[config.mk]
export PLATFORM = sky130hd
export DESIGN_NAME = seg_scan_dri_flat
export DESIGN_NICKNAME = d
export VERILOG_FILES = /design/src/rtl/seg_scan_dri_if.sv /design/src/rtl/seg_scan_dri.sv /design/src/flat_wrapper.sv
export SDC_FILE = /design/constraint.sdc
export NUM_CORES = 1
export LEC_CHECK = 0
export BUFFER_PORTS_ARGS = -buffer_cell sky130_fd_sc_hd__buf_2
export CORE_MARGIN = 4
export CORE_UTILIZATION = 54
export CTS_CLUSTER_DIAMETER = 60
export DETAILED_ROUTE_END_ITERATION = 12
export PLACE_DENSITY_LB_ADDON = 0.05
export SLEW_MARGIN = 15
export SYNTH_ARGS = -nofsm -noshare
export SYNTH_HDL_FRONTEND = slang
export SYNTH_SLANG_ARGS = --single-unit
export TNS_END_PERCENT = 100
[constraint.sdc]
create_clock -name clk -period 4.72 [get_ports clk]
set_input_delay 0.708 -clock clk [delete_from_list [all_inputs] [get_ports clk]]
set_output_delay 0.708 -clock clk [all_outputs]
set_load 0.01 [all_outputs]
[src/rtl/seg_scan_dri_if.sv]
//------------------------------------------------------------------------------
// Module : seg_scan_dri_if
// Brief  : Display register / pin bundle for the scanned 7-segment driver.
// Rev    : 1.0  initial release
//------------------------------------------------------------------------------
`default_nettype none

interface seg_scan_dri_if #(
    parameter int NUM_DIG = 6
);
    logic [4*NUM_DIG-1:0] num;
    logic [NUM_DIG-1:0]   dp;
    logic                 hex_mode;
    logic                 en;
    logic [NUM_DIG-1:0]   seg_sel;
    logic [7:0]           seg_led;

    modport master (
        output num, dp, hex_mode, en,
        input  seg_sel, seg_led
    );

    modport slave (
        input  num, dp, hex_mode, en,
        output seg_sel, seg_led
    );
endinterface

`default_nettype wire

[src/rtl/seg_scan_dri.sv]
//------------------------------------------------------------------------------
// Module : seg_scan_dri
// Brief  : Time-multiplexed NUM_DIG-digit 7-segment scanner with frame-coherent
//          capture, anti-ghost blanking, BCD/hex decode and decimal points.
//          Optional: LEADING_ZERO_BLANK_EN blanks leading zero digits.
// Rev    : 1.0  initial release
//------------------------------------------------------------------------------
`default_nettype none

module seg_scan_dri #(
    parameter int NUM_DIG     = 6,
    parameter int CLK_FREQ_HZ = 50_000_000,
    parameter int SCAN_HZ     = 1_000,
    parameter int BLANK_CYC   = 16,
    parameter int SEG_ACT_LOW = 1,
    parameter int SEL_ACT_LOW = 1
) (
    input  wire logic     clk,
    input  wire logic     rst_n,
    seg_scan_dri_if.slave disp
);

    localparam int SCAN_DIV = CLK_FREQ_HZ / SCAN_HZ;
    localparam int CW       = $clog2(SCAN_DIV);
    localparam int IW       = (NUM_DIG > 1) ? $clog2(NUM_DIG) : 1;

    localparam logic [CW-1:0]      C_DIV_LAST  = CW'(SCAN_DIV - 1);
    localparam logic [CW-1:0]      C_BLANK     = CW'(BLANK_CYC);
    localparam logic [IW-1:0]      C_IDX_LAST  = IW'(NUM_DIG - 1);
    localparam logic [7:0]         C_LED_OFF   = (SEG_ACT_LOW != 0) ? 8'hFF : 8'h00;
    localparam logic [NUM_DIG-1:0] C_SEL_OFF   = (SEL_ACT_LOW != 0) ? '1 : '0;

    function automatic logic [6:0] f_decode(input logic [3:0] nib, input logic hex);
        logic [6:0] seg;
        case (nib)
            4'h0:    seg = 7'h3F;
            4'h1:    seg = 7'h06;
            4'h2:    seg = 7'h5B;
            4'h3:    seg = 7'h4F;
            4'h4:    seg = 7'h66;
            4'h5:    seg = 7'h6D;
            4'h6:    seg = 7'h7D;
            4'h7:    seg = 7'h07;
            4'h8:    seg = 7'h7F;
            4'h9:    seg = 7'h6F;
            4'hA:    seg = 7'h77;
            4'hB:    seg = 7'h7C;
            4'hC:    seg = 7'h39;
            4'hD:    seg = 7'h5E;
            4'hE:    seg = 7'h79;
            default: seg = 7'h71;
        endcase
        if (nib > 4'd9 && !hex) begin
            seg = 7'h40;
        end
        return seg;
    endfunction

    logic [CW-1:0]        div_cnt_q, div_cnt_d;
    logic [IW-1:0]        idx_q, idx_d;
    logic                 first_q;
    logic [4*NUM_DIG-1:0] num_q;
    logic [NUM_DIG-1:0]   dp_q;
    logic                 hex_q;
    logic [NUM_DIG-1:0]   seg_sel_q, seg_sel_d;
    logic [7:0]           seg_led_q, seg_led_d;

    logic                 w_slot_end;
    logic                 w_capture;
    logic                 w_lit;
    logic [3:0]           w_nib;
    logic                 w_dp;
    logic                 w_blank_dig;
    logic [NUM_DIG-1:0]   w_onehot;
    logic [NUM_DIG-1:0]   w_lzb;
    logic [NUM_DIG-1:0]   w_sel;
    logic [7:0]           w_led;

`ifdef LEADING_ZERO_BLANK_EN
    // Walk down from the top digit; a digit is blank while every nibble at or above it is zero.
    always_comb begin : p_lzb
        logic v_zero;
        v_zero = 1'b1;
        w_lzb  = '0;
        for (int k = NUM_DIG - 1; k >= 0; k--) begin
            v_zero = v_zero & (num_q[4*k +: 4] == 4'd0);
            if (k != 0) begin
                w_lzb[k] = v_zero & ~dp_q[k];
            end
        end
    end
`else
    assign w_lzb = '0;
`endif

    always_comb begin
        w_slot_end = (div_cnt_q == C_DIV_LAST);
        div_cnt_d  = w_slot_end ? '0 : div_cnt_q + CW'(1);
        idx_d      = idx_q;
        if (w_slot_end) begin
            idx_d = (idx_q == C_IDX_LAST) ? '0 : idx_q + IW'(1);
        end
        w_capture  = first_q | (w_slot_end & (idx_q == C_IDX_LAST));

        w_nib       = 4'd0;
        w_dp        = 1'b0;
        w_blank_dig = 1'b0;
        w_onehot    = '0;
        for (int k = 0; k < NUM_DIG; k++) begin
            if (idx_q == IW'(k)) begin
                w_nib       = num_q[4*k +: 4];
                w_dp        = dp_q[k];
                w_blank_dig = w_lzb[k];
                w_onehot[k] = 1'b1;
            end
        end

        w_lit = disp.en & (div_cnt_q >= C_BLANK);
        w_sel = w_lit ? w_onehot : '0;
        w_led = (w_lit && !w_blank_dig) ? {w_dp, f_decode(w_nib, hex_q)} : 8'h00;

        seg_sel_d = (SEL_ACT_LOW != 0) ? ~w_sel : w_sel;
        seg_led_d = (SEG_ACT_LOW != 0) ? ~w_led : w_led;
    end

    always_ff @(posedge clk or negedge rst_n) begin
        if (!rst_n) begin
            div_cnt_q <= '0;
            idx_q     <= '0;
            first_q   <= 1'b1;
            num_q     <= '0;
            dp_q      <= '0;
            hex_q     <= 1'b0;
            seg_sel_q <= C_SEL_OFF;
            seg_led_q <= C_LED_OFF;
        end else begin
            div_cnt_q <= div_cnt_d;
            idx_q     <= idx_d;
            first_q   <= 1'b0;
            if (w_capture) begin
                num_q <= disp.num;
                dp_q  <= disp.dp;
                hex_q <= disp.hex_mode;
            end
            seg_sel_q <= seg_sel_d;
            seg_led_q <= seg_led_d;
        end
    end

    assign disp.seg_sel = seg_sel_q;
    assign disp.seg_led = seg_led_q;

endmodule

`default_nettype wire

[src/flat_wrapper.sv]
// flat-port wrapper written by rule: the top's interface ports become plain ports
module seg_scan_dri_flat 
#(
    parameter int NUM_DIG     = 6,
    parameter int CLK_FREQ_HZ = 50_000_000,
    parameter int SCAN_HZ     = 1_000,
    parameter int BLANK_CYC   = 16,
    parameter int SEG_ACT_LOW = 1,
    parameter int SEL_ACT_LOW = 1
)
  (clk, rst_n, disp_num, disp_dp, disp_hex_mode, disp_en, disp_seg_sel, disp_seg_led);
  seg_scan_dri_if #(.NUM_DIG(NUM_DIG)) disp_i ();
  input  wire logic clk;
  input  wire logic rst_n;
  input wire logic [$bits(disp_i.num)-1:0] disp_num;
  input wire logic [$bits(disp_i.dp)-1:0] disp_dp;
  input wire logic [$bits(disp_i.hex_mode)-1:0] disp_hex_mode;
  input wire logic [$bits(disp_i.en)-1:0] disp_en;
  output wire logic [$bits(disp_i.seg_sel)-1:0] disp_seg_sel;
  output wire logic [$bits(disp_i.seg_led)-1:0] disp_seg_led;
  assign disp_i.num = disp_num;
  assign disp_i.dp = disp_dp;
  assign disp_i.hex_mode = disp_hex_mode;
  assign disp_i.en = disp_en;
  assign disp_seg_sel = disp_i.seg_sel;
  assign disp_seg_led = disp_i.seg_led;
  seg_scan_dri #(.NUM_DIG(NUM_DIG), .CLK_FREQ_HZ(CLK_FREQ_HZ), .SCAN_HZ(SCAN_HZ), .BLANK_CYC(BLANK_CYC), .SEG_ACT_LOW(SEG_ACT_LOW), .SEL_ACT_LOW(SEL_ACT_LOW)) u_core (.clk(clk), .rst_n(rst_n), .disp(disp_i));
endmodule
==> impl_metrics.json, run 1 <==
{
  "syn_area_um2": 3310,
  "grt_pass1_wl_um": 10700,
  "netSwitchingFraction_pct": 24.0,
  "seq_area_um2": 1650,
  "ys.flop_type": "dfrtp_1",
  "maxUsedRoutingLayer": "met4",
  "fin_area_um2": 3800,
  "cts_buffers": 9,
  "netlist_instances": 269,
  "cts_tree": "done",
  "cts_setup_buffers": 0,
  "cts_sinks": 65,
  "drc": 0,
  "clock_power_share_pct": 39.1,
  "fill_cells": 486,
  "rsz0062_at_grt": "no",
  "die_h_um": 86.3,
  "cp_cell_sequence": "and2_1, ha_1, inv_1, a311oi_1, a22o_1, ha_1, inv_1, a211oi_1, nor3b_1, o31ai_1",
  "async_flop_share_pct": 100,
  "port_buffers": 47,
  "fmax_mhz": 313,
  "path_max_fanout": 21,
  "drt_wl_total_um": 6300,
  "synth.avg_cell_area_um2": 12.3,
  "leakagePower_nw": 1.74,
  "initial_core_util_pct": 55.9,
  "maxCapViolCount": 0,
  "hold_violations": 0,
  "wl_met2_um": 3000,
  "dp.cells": 381,
  "die_area_um2": 7450,
  "fin_skew_ns": 0.0104,
  "power.share.combinational_pct": 12.3,
  "path_class": "reg2reg",
  "placed_area_um2": 3580,
  "switchingPower_uw": 305,
  "ys_warn_count": 0,
  "drive_gt1_share_pct": 38.8,
  "cp.arrival_ns": 3.45,
  "grt_overflow": 0,
  "synthTopCellsByArea": "dfrtp_1 (38%), mux2_4 (14%), dfstp_2 (12%)",
  "hpwl_um": 4490,
  "slowest_stage": "dfrtp_1",
  "ir_worst_vdd_mv": 0.222,
  "wl_met3_um": 323,
  "worst_pin_slew_ns": 1.12,
  "status": "complete, no violations",
  "ys_ff_latch": 65,
  "slowest_delay_ns": 0.89,
  "startpoint_type": "register",
  "layout.nets": 359,
  "hold_class": "in2async",
  "multiInputGateArea_um2": 1550,
  "finalNonFillerCells": 397,
  "cts-htree-levels": 3,
  "drt_iter0_drc": 77,
  "coreArea_um2": 5920,
  "worstPathRequired_ns": 4.97,
  "grt_max_degree": 66,
  "yosysTopAreaCell": "dfrtp_1",
  "tns_ns": 0,
  "ys_seq_area_share_pct": 49.7,
  "yosysTopAreaCellShare_pct": 37.8,
  "routed-via-count": 2175,
  "antenna_cells": 0,
  "cts.repair.resized": 0,
  "clkSlewWorstSetupHoldPaths_ns": 0.07,
  "clock_path_buffers": 2,
  "slew_violations": 0,
  "fp-row-count": 28,
  "syn_to_final_growth_pct": 14.7,
  "viasPerCell": 5.48,
  "setup_viol": 0,
  "post-route-period-util_pct": 67.8,
  "grt_pass1_vias": 2224,
  "ios": 48,
  "cts_hold_buf": 0,
  "fin_crit_ns": 3.20,
  "cp-end-kind": "register",
  "intPower_uw": 969,
  "cts_root_buffer": "clkbuf_8",
  "m1WireLength_um": 2850,
  "post_drt_wl_per_cell_um": 15.9,
  "firstDrtPassIters": 4,
  "power_density_nw_per_um2": 336,
  "synth-edff-count": 0,
  "gp_congestion": 0.831,
  "ys_types": 51,
  "antenna_found_initial": 0,
  "insertion_delay_ns": 0.34,
  "grt_usage_pct": 18.6,
  "relSlewSlack_pct": 25.4,
  "power_mw": 1.27,
  "chipWidth_um": 86.3,
  "ant_nets": 0,
  "power_frac_seq_pct": 48.7,
  "syn-num-nets": 311
}
==> critical path, delay by kind of cell (launching register included) <==
family                     cells  cell delay, ns
buffers and inverters          2            0.20
and+or+nand+nor                2            0.33
AOI/OAI and AO/OA              4            1.07
adders and majority gates      2            0.63
DFF                            1            0.89
==> sequential cells by signal (all words and copies together) (netlist names) <==
name	flops
u_core.div_cnt_q	16
u_core.dp_q	6
u_core.hex_q	1
u_core.disp.seg_led	8
u_core.idx_q	3
u_core.disp.seg_sel	6
u_core.first_q	1
u_core.num_q	24
==> through the flow <==
step                hold slack, ns  setup slack (ns)  utilization [%]
global placement             0.481              1.64             60.5
global route                 0.528              1.17             64.2
detailed placement           0.491              1.52             60.5
finish                       0.511              1.52             64.2
floorplan                    0.412              2.02                -
CTS                          0.512              1.51             64.2
==> power groups by stage <==
| stage | Sequential, mW | Combinational (mW) | Clock [mW] |
|---|---|---|---|
| finish | 0.621 | 0.156 | 0.498 |
| global route | 0.624 | 0.173 | 0.533 |
| CTS | 0.621 | 0.159 | 0.508 |
| detailed placement | 0.630 | 0.158 | 0 |
| global placement | 0.629 | 0.156 | 0 |
| floorplan | 0.628 | 0.106 | 0 |
==> worst paths after layout <==
check                            startpoint                      to  slack, ns  depth (start not counted)
setup / recovery            u_core.idx_q[0]  u_core.disp.seg_led[4]       1.52                         10
hold / removal                        rst_n    u_core.div_cnt_q[12]       0.51                          2
setup reg to reg            u_core.idx_q[0]  u_core.disp.seg_led[4]       1.52                         10
hold reg to reg            u_core.num_q[21]        u_core.num_q[21]       0.51                          1
max in group asynchronous             rst_n            u_core.hex_q       3.66                          2
min in group clk           u_core.num_q[21]        u_core.num_q[21]       0.51                          1
==> final cells by class <==
class	instances	share of cell area [%]
inverters	13	1.28
clock inverters	4	1.32
multi-input cells	179	40.7
clock buffers	12	4.35
flip-flops and latches	65	43.3
repair buffers	49	6.59
well taps	75	2.47
==> synth_stat cells (3+ instances only) <==
cell / instances
a21oi_1: 3
xnor2_1: 7
inv_1: 13
nand2_1: 17
dfstp_2: 15
buf_2: 4
nand4_1: 8
a211oi_1: 7
clkbuf_1: 4
or3_1: 3
nand3_1: 10
buf_6: 4
nor3_1: 3
xor2_1: 7
and2_1: 3
nor2_1: 17
mux2_4: 31
ha_1: 8
dfrtp_1: 50
mux2i_1: 12
o21ai_0: 5
==> cell usage in the layout, fill, tap and decap left out, types with 2 or more instances in the layout <==
cell / count
nor2_1: 17
dfrtp_1: 50
mux2_2: 2
xnor2_1: 7
dfstp_2: 15
nand2b_1: 2
inv_1: 13
o221ai_1: 2
clkinvlp_4: 2
a211oi_1: 7
and2_1: 3
and3_1: 2
or3_1: 3
o21ai_1: 2
nor2b_1: 2
mux2_4: 31
nand2_1: 17
mux2i_1: 12
nand3_1: 10
ha_1: 8
clkbuf_8: 12
o211ai_2: 2
buf_4: 2
xor2_1: 7
nand4_1: 8
nor3_1: 3
a21oi_1: 3
buf_2: 47
nand3b_1: 2
o21ai_0: 5
==> cell families after synthesis <==
group	count (synthesis)	synth area share, %
buffers and inverters	25	3.89
multiplexers	45	18.4
adder cells (fa/ha/maj)	8	3.02
flip-flops	65	49.7
XOR/XNOR	14	3.70
other	1	0.113
AO/OA/AOI/OAI	34	8.84
AND/OR/NAND/NOR	77	12.4
==> metal layers <==
metal | global-route usage (%) | vias up
li1 | - | 1046
met1 | 23.9 | 1063
met2 | 29.5 | 55
met3 | 5.13 | 11
met4 | 7.93 | 0
met5 | 0 | -
No activity file was read; power rests on OpenSTA's default activity.
==> run 2: changes to the inputs <==
- ABC_AREA: not set -> 1
- CORE_UTILIZATION: 54 -> 52
- clock period: 4.72 -> 2.9 ns (I/O delays scaled with it)
==> impl_metrics.json, run 2 <==
{
  "status": "complete, no violations",
  "layout_common_cells": "nand2_1 (92), inv_1 (68), dfrtp_1 (50)",
  "synth_most_common_cell": "nand2_1",
  "fill_cells": 560,
  "fin_worst_hold_slack_ns": 0.0997,
  "insertion_delay_ns": 0.34,
  "grt_pass1_vias": 2453,
  "grt_pass1_wl_um": 11400,
  "initial_core_util_pct": 53.9,
  "hpwl_um": 4900,
  "drc": 0,
  "post_drt_wl_per_cell_um": 12.5,
  "fin_crit_ns": 2.57,
  "ant_nets": 0,
  "multiInputGateArea_um2": 1400,
  "cts_tree": "done",
  "chipWidth_um": 89.4,
  "maxCapViolCount": 0,
  "yosysTopAreaCellShare_pct": 36.3,
  "ys_ff_latch": 65,
  "synthTopCellsByCount": "nand2_1 (92), inv_1 (68), dfrtp_1 (50)",
  "synthTopCellsByArea": "dfrtp_1 (36%), dfstp_2 (11%), nand2_1 (10%)",
  "gp_congestion": 0.851,
  "ys_types": 38,
  "largest_reg_flops": 24,
  "seq_area_um2": 1650,
  "power.share.combinational_pct": 12.6,
  "fp-row-count": 29,
  "ir_worst_vdd_mv": 0.306,
  "cp.arrival_ns": 2.82,
  "path_class": "reg2reg",
  "die_h_um": 89.4,
  "tns_ns": 0,
  "firstDrtPassIters": 5,
  "synth-edff-count": 0,
  "cp_cell_sequence": "nor3_2, a21oi_1, a21oi_1, ha_1, nand3_1, nand2_1, nor2_1, nor2_2, nand3_1",
  "leakagePower_nw": 1.97,
  "slew_violations": 0,
  "cts_sinks": 65,
  "yosysTopAreaCell": "dfrtp_1",
  "syn_area_um2": 3440,
  "cts_setup_buffers": 0,
  "intPower_mw": 1.42,
  "clkSlewWorstSetupHoldPaths_ns": 0.07,
  "synth.avg_cell_area_um2": 8.65,
  "syn_to_final_growth_pct": 12.2,
  "async_flop_share_pct": 100,
  "slowest_stage": "nor3_2",
  "layout.nets": 491,
  "hold_class": "in2async",
  "ios": 48,
  "netSwitchingFraction_pct": 26.0,
  "switchingPower_uw": 498,
  "worstPathRequired_ns": 3.15,
  "routed-via-count": 2631,
  "netlist_instances": 398,
  "clock_power_share_pct": 35.7,
  "post-route-period-util_pct": 88.5,
  "drive_gt1_share_pct": 28.2,
  "clock_path_buffers": 2,
  "setup_viol": 0,
  "slowest_delay_ns": 0.60,
  "cts.repair.resized": 0,
  "fmax_mhz": 390,
  "ys_warn_count": 0,
  "grt_usage_pct": 18.6,
  "syn-num-nets": 440,
  "antenna_cells": 0,
  "ys_seq_area_share_pct": 47.8,
  "fin_skew_ns": 0.0127,
  "cts_buffers": 9,
  "power_frac_seq_pct": 51.7,
  "hold_violations": 0,
  "ys.flop_type": "dfrtp_1",
  "relSlewSlack_pct": 56.7,
  "final_common_cell": "nand2_1",
  "grt_max_degree": 43,
  "regMostFlops": "u_core.num_q",
  "worst_pin_slew_ns": 0.646,
  "cts_hold_buf": 0,
  "rsz0062_at_grt": "no",
  "antenna_found_initial": 0,
  "cts_root_buffer": "clkbuf_8",
  "grt_overflow": 0,
  "drt_iter0_drc": 78,
  "cp-end-kind": "register",
  "coreArea_um2": 6390,
  "die_area_um2": 7990,
  "reg2reg_depth": 9,
  "power_density_nw_per_um2": 496,
  "startpoint_type": "register",
  "viasPerCell": 4.95,
  "path_max_fanout": 11,
  "drt_wl_total_um": 6630,
  "cts-htree-levels": 3,
  "port_buffers": 47
}
[run 2: cell count changes after synthesis, moves of 6 or more]
cell,delta
a211oi_1,-7
a21oi_1,+13
inv_1,+55
mux2_4,-31
mux2i_1,-12
nand2_1,+75
nand3_1,+13
nor2_1,+8
o21ai_0,+6
o21ai_2,+31
xnor2_1,-6
[run 2: metal layers]
layer  GRT usage [%]  up-vias  part of all wire [%]
met5               0        -                     0
met4            7.71        0                   1.6
met3            4.06        8                   4.4
met2            27.5       61                    45
met1            26.4     1201                    49
li1                -     1361                     -
[run 2: layout make-up]
| class | instances | share of cell area [%] |
|---|---|---|
| flip-flops and latches | 65 | 42.6 |
| clock inverters | 2 | 0.324 |
| repair buffers | 52 | 7.06 |
| inverters | 72 | 7.06 |
| multi-input cells | 249 | 36.3 |
| well taps | 77 | 2.49 |
| clock buffers | 14 | 4.21 |
[run 2: critical path, delay by kind of cell (launching register included)]
kind,cells,cell delay (ns)
AO/OA/AOI/OAI,2,0.56
flip-flops,1,0.49
AND/OR/NAND/NOR,6,1.17
adder cells (fa/ha/maj),1,0.27
[run 2: cell families (layout without fill, tap and decap cells)]
kind of cell	after synthesis	after routing	synth area share (%)
flops	65	65	47.8
compound gates	67	67	14.2
simple gates	167	167	22.0
other cells	1	1	0.109
xor+xnor	6	6	1.53
fa+ha+maj	8	8	2.91
buf+inv	84	140	11.5
[run 2: power by group through the flow]
stage	Sequential, mW	Combinational [mW]	Clock (mW)
after floorplan	1.01	0.157	0
after global placement	1.01	0.241	0
after detailed placement	1.01	0.244	0
after CTS	0.990	0.246	0.707
after global routing	0.996	0.278	0.748
final	0.990	0.241	0.684
[run 2: worst paths after layout]
check,startpoint,to,slack (ns)
min in group clk,disp_num[9],u_core.num_q[9],0.30
hold / removal,rst_n,u_core.div_cnt_q[8],0.1
setup reg to reg,u_core.idx_q[1],u_core.disp.seg_led[1],0.33
max in group asynchronous,rst_n,u_core.disp.seg_sel[0],2.40
setup / recovery,u_core.idx_q[1],u_core.disp.seg_led[1],0.33
hold reg to reg,u_core.div_cnt_q[0],u_core.div_cnt_q[0],0.50
[run 2: metrics by stage]
stage / utilization (%) / power [mW] / instance area, um2 / setup WS (ns) / instances
final: 60.5 / 1.92 / 3860 / 0.333 / 531
after global routing: 60.5 / 2.02 / 3860 / 0.0534 / 531
after CTS: 60.5 / 1.94 / 3860 / 0.392 / 531
after detailed placement: 57.8 / 1.25 / 3690 / 0.408 / 515
after global placement: 57.8 / 1.25 / 3690 / 0.482 / 515
after floorplan: - / 1.17 / 3440 / 0.616 / 398
